File: src/rtl/traffic_pkg.sv
// Shared defaults for the pedestrian request path feeding the traffic-light controller.
package traffic_pkg;

  localparam int unsigned SYNC_STAGES_DEF = 2;
  localparam int unsigned DEBOUNCE_DEF    = 4;
  localparam int unsigned LOCKOUT_DEF     = 16;

  // Counters must hold the larger of the debounce and lockout load values.
  localparam int unsigned CNT_MAX_DEF = (DEBOUNCE_DEF > LOCKOUT_DEF) ? DEBOUNCE_DEF : LOCKOUT_DEF;
  localparam int unsigned CNT_W_MIN   = $clog2(CNT_MAX_DEF + 1);
  localparam int unsigned CNT_W_DEF   = (CNT_W_MIN > 8) ? CNT_W_MIN : 8;

endpackage

File: src/rtl/ped_debounce_channel.sv
// One pedestrian button: synchroniser, debounce, rising-edge request pulse and lockout window.
module ped_debounce_channel
  import traffic_pkg::*;
#(
  parameter int unsigned SYNC_STAGES     = SYNC_STAGES_DEF,
  parameter int unsigned DEBOUNCE_CYCLES = DEBOUNCE_DEF,
  parameter int unsigned LOCKOUT_CYCLES  = LOCKOUT_DEF,
  parameter int unsigned CNT_W           = CNT_W_DEF
) (
  input  logic clk,
  input  logic rst,
  input  logic btn_raw,
  output logic ped,
  output logic btn_stable,
  output logic lockout
);

  localparam logic [CNT_W-1:0] DbLast   = CNT_W'(DEBOUNCE_CYCLES - 1);
  localparam logic [CNT_W-1:0] LockLoad = CNT_W'(LOCKOUT_CYCLES);

  logic [SYNC_STAGES-1:0] sync_q, sync_d;
  logic [CNT_W-1:0]       db_cnt_q, db_cnt_d;
  logic [CNT_W-1:0]       lock_cnt_q, lock_cnt_d;
  logic                   stable_q, stable_d;
  logic                   ped_q, ped_d;
  logic                   lockout_q, lockout_d;
  logic                   s;

  always_comb begin
    sync_d     = {sync_q[SYNC_STAGES-2:0], btn_raw};
    s          = sync_q[SYNC_STAGES-1];
    stable_d   = stable_q;
    db_cnt_d   = '0;
    ped_d      = 1'b0;
    lock_cnt_d = lock_cnt_q;

    if (s != stable_q) begin
      if (db_cnt_q == DbLast) begin
        stable_d = s;
      end else begin
        db_cnt_d = db_cnt_q + 1'b1;
      end
    end

    // A rise that lands while the window is open is dropped, not queued.
    ped_d = stable_d & ~stable_q & (lock_cnt_q == '0);

    if (ped_d) begin
      lock_cnt_d = LockLoad;
    end else if (lock_cnt_q != '0) begin
      lock_cnt_d = lock_cnt_q - 1'b1;
    end

    lockout_d = (lock_cnt_d != '0);
  end

  always_ff @(posedge clk) begin
    if (!rst) begin
      sync_q     <= '0;
      db_cnt_q   <= '0;
      lock_cnt_q <= '0;
      stable_q   <= 1'b0;
      ped_q      <= 1'b0;
      lockout_q  <= 1'b0;
    end else begin
      sync_q     <= sync_d;
      db_cnt_q   <= db_cnt_d;
      lock_cnt_q <= lock_cnt_d;
      stable_q   <= stable_d;
      ped_q      <= ped_d;
      lockout_q  <= lockout_d;
    end
  end

  assign ped        = ped_q;
  assign btn_stable = stable_q;
  assign lockout    = lockout_q;

endmodule

File: src/rtl/ped_request_conditioner.sv
// Conditions the NS and EW pedestrian buttons into single-cycle requests for the controller.
module ped_request_conditioner
  import traffic_pkg::*;
#(
  parameter int unsigned SYNC_STAGES     = SYNC_STAGES_DEF,
  parameter int unsigned DEBOUNCE_CYCLES = DEBOUNCE_DEF,
  parameter int unsigned LOCKOUT_CYCLES  = LOCKOUT_DEF,
  parameter int unsigned CNT_W           = CNT_W_DEF
) (
  input  logic clk,
  input  logic rst,
  input  logic btn_NS_raw,
  input  logic btn_EW_raw,
  output logic ped_NS,
  output logic ped_EW,
  output logic btn_NS_stable,
  output logic btn_EW_stable,
  output logic lockout_NS,
  output logic lockout_EW
);

  ped_debounce_channel #(
    .SYNC_STAGES     (SYNC_STAGES),
    .DEBOUNCE_CYCLES (DEBOUNCE_CYCLES),
    .LOCKOUT_CYCLES  (LOCKOUT_CYCLES),
    .CNT_W           (CNT_W)
  ) u_ns (
    .clk        (clk),
    .rst        (rst),
    .btn_raw    (btn_NS_raw),
    .ped        (ped_NS),
    .btn_stable (btn_NS_stable),
    .lockout    (lockout_NS)
  );

  ped_debounce_channel #(
    .SYNC_STAGES     (SYNC_STAGES),
    .DEBOUNCE_CYCLES (DEBOUNCE_CYCLES),
    .LOCKOUT_CYCLES  (LOCKOUT_CYCLES),
    .CNT_W           (CNT_W)
  ) u_ew (
    .clk        (clk),
    .rst        (rst),
    .btn_raw    (btn_EW_raw),
    .ped        (ped_EW),
    .btn_stable (btn_EW_stable),
    .lockout    (lockout_EW)
  );

endmodule

File: config.mk
export PLATFORM = sky130hd
export DESIGN_NAME = ped_request_conditioner
export DESIGN_NICKNAME = d
export VERILOG_FILES = /design/src/rtl/traffic_pkg.sv /design/src/rtl/ped_debounce_channel.sv /design/src/rtl/ped_request_conditioner.sv
export SDC_FILE = /design/constraint.sdc
export NUM_CORES = 1
export LEC_CHECK = 0
export BUFFER_PORTS_ARGS = -buffer_cell sky130_fd_sc_hd__buf_4
export CAP_MARGIN = 20
export CORE_UTILIZATION = 55
export DETAILED_ROUTE_END_ITERATION = 16
export PLACE_DENSITY_LB_ADDON = 0.25
export SKIP_CTS_REPAIR_TIMING = 1
export SYNTH_ARGS = -nofsm -noshare
export SYNTH_HDL_FRONTEND = slang
export SYNTH_SLANG_ARGS = --single-unit
File: constraint.sdc
create_clock -name clk -period 4.1 [get_ports clk]
set_input_delay 0.41 -clock clk [delete_from_list [all_inputs] [get_ports clk]]
set_output_delay 0.41 -clock clk [all_outputs]
set_load 0.005 [all_outputs]
# [Word level (Yosys, flattened, before mapping)]
# Index checks and enable logic that the tools add are counted.
[classes] add_sub_neg=4 multipliers=0 div=0 order_cmp=0 eq_ne=4 n_shift=0 mux=8 bitwise=9 n_reduce_logical=8
[op_table] op="8-bit two-way mux" n=4
[op_table] op="8-bit nonzero test" n=4
[op_table] op="8-bit by 1-bit adder with 8-bit output, second input constant" n=2
[op_table] op="8-bit by 2-bit equality test with 1-bit output, second input constant" n=2
[op_table] op="8-bit logical NOT" n=2
[op_table] op="8-bit by 1-bit subtractor with 8-bit output, second input constant" n=2
[op_table] op="3-bit OR reduction" n=2
[op_table] op="1-bit inverter" n=5
[op_table] op="1-bit bitwise AND" n=4
[op_table] op="1-bit two-way mux" n=4
[op_table] op="1-bit != test" n=2
[word_totals] reg_bits=42 latch_bits=0 ramBits=0 mem_bits_ro=0 output_inout_bits=6 wordCells=45 n_memories=0

# [Depth between registers and ports, before layout]
[depth] ltp_word=7 ltp_mapped=7 ltp_nobuf=7

# [Hierarchy]
# A second synthesis with hierarchy kept.
[unflattened] hier_cells=212 hier_area_um2=1991.9
[modules_own_cells] mod="ped_debounce_channel" n_inst=2 cells_per_inst=106 area_per_inst_um2=996.0 seq_area_each_um2=420.4

# [Worst setup path before layout]
# OpenSTA, ideal clock, no wires.
[synth_timing] path_type="register to register" start="reg u_ns.lock_cnt_q[0]" end="reg u_ns.lockout_q (netlist: u_ns.lockout)" arrival_ns=1.559 required_time_ns=3.975 path_slack_ns=2.416 stages_incl_launch_ff=8 n_path_buf=0 period_less_slack_ns=1.684 path_cell_list="dfxtp_1 inv_1 ha_1 nor3b_2 o21a_1 o21ai_0 a22oi_1 o41a_1"
[synth_between] elab_chain_len=4
[synth_lines] element="start: declaration" line_no="ped_debounce_channel.sv:23" rtl="logic [CNT_W-1:0] lock_cnt_q, lock_cnt_d;"
[synth_lines] element="start signal: assignment" line_no="ped_debounce_channel.sv:68" rtl="lock_cnt_q <= lock_cnt_d;"
[synth_lines] element="8-bit by 1-bit subtractor with 8-bit output, or another cell as far along" line_no="ped_debounce_channel.sv:51" rtl="lock_cnt_d = lock_cnt_q - 1'b1;"
[synth_lines] element="8-bit two-way mux or 1-bit bitwise AND (tied branches)" line_no="ped_debounce_channel.sv:50, ped_debounce_channel.sv:46"
[synth_lines] element="8-bit two-way mux *" line_no="ped_debounce_channel.sv:48" rtl="if (ped_d) begin"
[synth_lines] element="8-bit nonzero test *" line_no="ped_debounce_channel.sv:54" rtl="lockout_d = (lock_cnt_d != '0);"
[synth_lines] element="end signal: assignment" line_no="ped_debounce_channel.sv:71" rtl="lockout_q <= lockout_d;"
[synth_lines] element="end: declaration" line_no="ped_debounce_channel.sv:26" rtl="logic lockout_q, lockout_d;"
# Every way passes the cells marked *; elsewhere a longest branch is shown, timed or not.
# A chain may end at the register's enable or synchronous reset.

# [Final worst setup path]
# Same ends and word-level chain as after synthesis.

==> flow_metrics.tcl <==
set metrics [dict create \
    outcome "completed" \
    arrival_ps 2150 \
    hold_depth 2 \
    cts_sinks 42 \
    power_per_cell_area_nw_per_um2 691 \
    ios 10 \
    yosys_most_used_dff "dfxtp_1" \
    slowest_delay_ps 410 \
    crit_family "simple AND/OR/NAND/NOR gates" \
    async_reset_ff_frac 0 \
    p_sw_frac 0.393 \
    clock_skew_ps 8.22 \
    cp_slowest_cell "o41a_1" \
    synth_top_area_cell "dfxtp_1" \
    ys_warn_count 0 \
    synth_area_um2 1860 \
    rsz0062_at_grt "false" \
    slew_viol_final 0 \
    crit_required_ps 4340 \
    setup_viol 0 \
    period_needed_ps 1920 \
    max_cap_viol_count 0 \
    grt_max_degree 14 \
    port_buffers 9 \
    synth_edf_count 0 \
    drt-initial-drc-count 93 \
    layout-drive-gt1-share 0.103 \
    synth_cell_types 40 \
    htree_levels 2 \
    r2r_cells 7 \
    final.period_utilization 0.467 \
    start_util 0.594 \
    wl_per_cell_um 12.1 \
    pwr-share-clk 0.150 \
    crit_chain "inv_1 -> ha_1 -> nor3b_2 -> nand2_1 -> nor2_1 -> a31oi_1 -> o41a_1" \
    final.setup.worst_slack_ps 2180 \
    clock_latency_ps 350 \
    ys_seq_area_frac 0.453 \
    ys_ff_latch 42 \
    drc 0 \
    cp_max_fo 5 \
    tns_ps 0 \
    dr.pass1.iters 4 \
    p_leak_nw 0.819 \
    track_usage 0.208 \
    syn_nets 218 \
    cts_buffers 5 \
    p_comb_frac 0.440 \
    fmax_ghz 0.522 \
    path_clk_slew_ps 110 \
    wl_um 3220 \
    clock-root-buffer "clkbuf_4" \
    avgSynthCellArea_um2 8.93 \
    intPower_mw 0.852 \
    gp_congestion 0.951 \
    netlist.area_leader.share 0.453 \
    p_switching_mw 0.552 \
    path_depth 7 \
    critPathLaunchType "register" \
    crit_buf_inv 1 \
    dieArea_um2 3610 \
    ant_nets 0 \
    via_per_inst 5.42 \
    row_count 20 \
    syn2layout_area_growth_pct 9.43 \
    crit_type "reg2reg" \
    antennaDiodeCount 0 \
    grt_pass1_vias 1323 \
    cts_tree "built" \
    antenna_found_initial 0 \
    grt_overflow_total 0 \
    pwr-share-seq 0.410 \
    die_x_um 60.1 \
    dr_total_vias 1446 \
    grt_pass1_wl_um 5510 \
    syn_inst 208 \
    hpwl_um 2400 \
    cp-end-kind "register" \
    synth.most_common_cell "dfxtp_1" \
    ir_worst_vdd_mv 0.317 \
    dp_slack_ps 2210 \
    synth_area_leaders "dfxtp_1, nor2_1, xor2_1" \
    core_um2 3130 \
    max_slew.worst_pin.slew_ps 421 \
    finalHoldViolations 0 \
    hp-class "in2reg" \
    synthTopCellsByCount "dfxtp_1, nor2_1, nand3_1" \
    die_y_um 60.1 \
    cts.path.max_buffers 2 \
    slew_headroom 0.717 \
    nNetsFinal 232 \
]
-- path summary, 6_finish.rpt --
path | endpoint | slack, ps | startpoint
worst max-delay path | u_ns.lockout | 2180 | u_ns.lock_cnt_q[0]
worst min register to register | u_ns.sync_q[1] | 450 | u_ns.sync_q[0]
worst min-delay path | u_ns.sync_q[0] | 260 | btn_NS_raw
worst max register to register | u_ns.lockout | 2180 | u_ns.lock_cnt_q[0]
-- metrics by stage --
step                      area, um^2  hold WS, ps   util  power, mW  std cells
final                           2030          262  0.650       1.40        267
after global routing            2030          244  0.650       1.53        267
after CTS                       2030          246  0.650       1.41        267
after floorplan                 1860          412      -       1.07        208
after detailed placement        1970          420  0.630       1.19        259
after global placement          1970          418  0.630       1.17        259
-- cell families (layout without fill, tap and decap cells) --
family                   after synthesis  in the layout  share of synthesized area
adder cells (fa/ha/maj)                6              6                     0.0404
XOR/XNOR                              20             20                     0.0943
AND/OR/NAND/NOR                      101            101                      0.286
AO/OA/AOI/OAI                         27             27                     0.0896
buffers and inverters                  9             24                     0.0182
multiplexers                           3              3                     0.0189
flip-flops                            42             42                      0.453
-- registers in the layout, indices dropped and copies added (netlist names) --
| signal | flops |
|---|---|
| u_ew.db_cnt_q | 8 |
| u_ew.lock_cnt_q | 8 |
| u_ns.db_cnt_q | 8 |
| u_ns.lock_cnt_q | 8 |
| u_ew.sync_q | 2 |
| u_ns.sync_q | 2 |
| u_ew.btn_stable | 1 |
| u_ew.lockout | 1 |
| u_ew.ped | 1 |
| u_ns.btn_stable | 1 |
| u_ns.lockout | 1 |
| u_ns.ped | 1 |
-- power groups by stage --
stage	Sequential, mW	Clock (mW)	Combinational [mW]
3_3_place_gp	0.581	0	0.586
5_1_grt	0.587	0.236	0.702
2_1_floorplan	0.566	0	0.500
4_1_cts	0.574	0.220	0.616
3_5_place_dp	0.583	0	0.611
6_report	0.576	0.210	0.618
-- routing by layer --
| metal | global-route usage | share of wire | up-vias |
|---|---|---|---|
| li1 | - | - | 747 |
| met1 | 0.237 | 0.45 | 667 |
| met2 | 0.345 | 0.49 | 24 |
| met3 | 0.0671 | 0.038 | 8 |
| met4 | 0.103 | 0.021 | 0 |
| met5 | 0 | 0 | - |
-- final cells by class --
class	count	area, um^2
clock buffer	7	55.1
clock inverter	1	5.00
fill	270	1100
inverter	7	26.3
multi-input combinational	157	982
sequential	42	841
tap	44	55.1
timing repair buffer	9	67.6
-- layout by cell type (no fill, tap or decap), drive strengths merged, types with 3 or more instances in the layout --
| cell | count |
|---|---|
| nor3 | 6 |
| nor4 | 3 |
| a31oi | 3 |
| nand2 | 11 |
| inv | 7 |
| xor2 | 11 |
| dfxtp | 42 |
| xnor2 | 9 |
| nor2 | 38 |
| a21oi | 6 |
| ha | 6 |
| nor2b | 3 |
| and2 | 7 |
| and3 | 5 |
| clkbuf | 7 |
| o21ai | 9 |
| nand3 | 14 |
| or4 | 3 |
| buf | 9 |
Note: power is estimated with default switching activity, not from simulation.
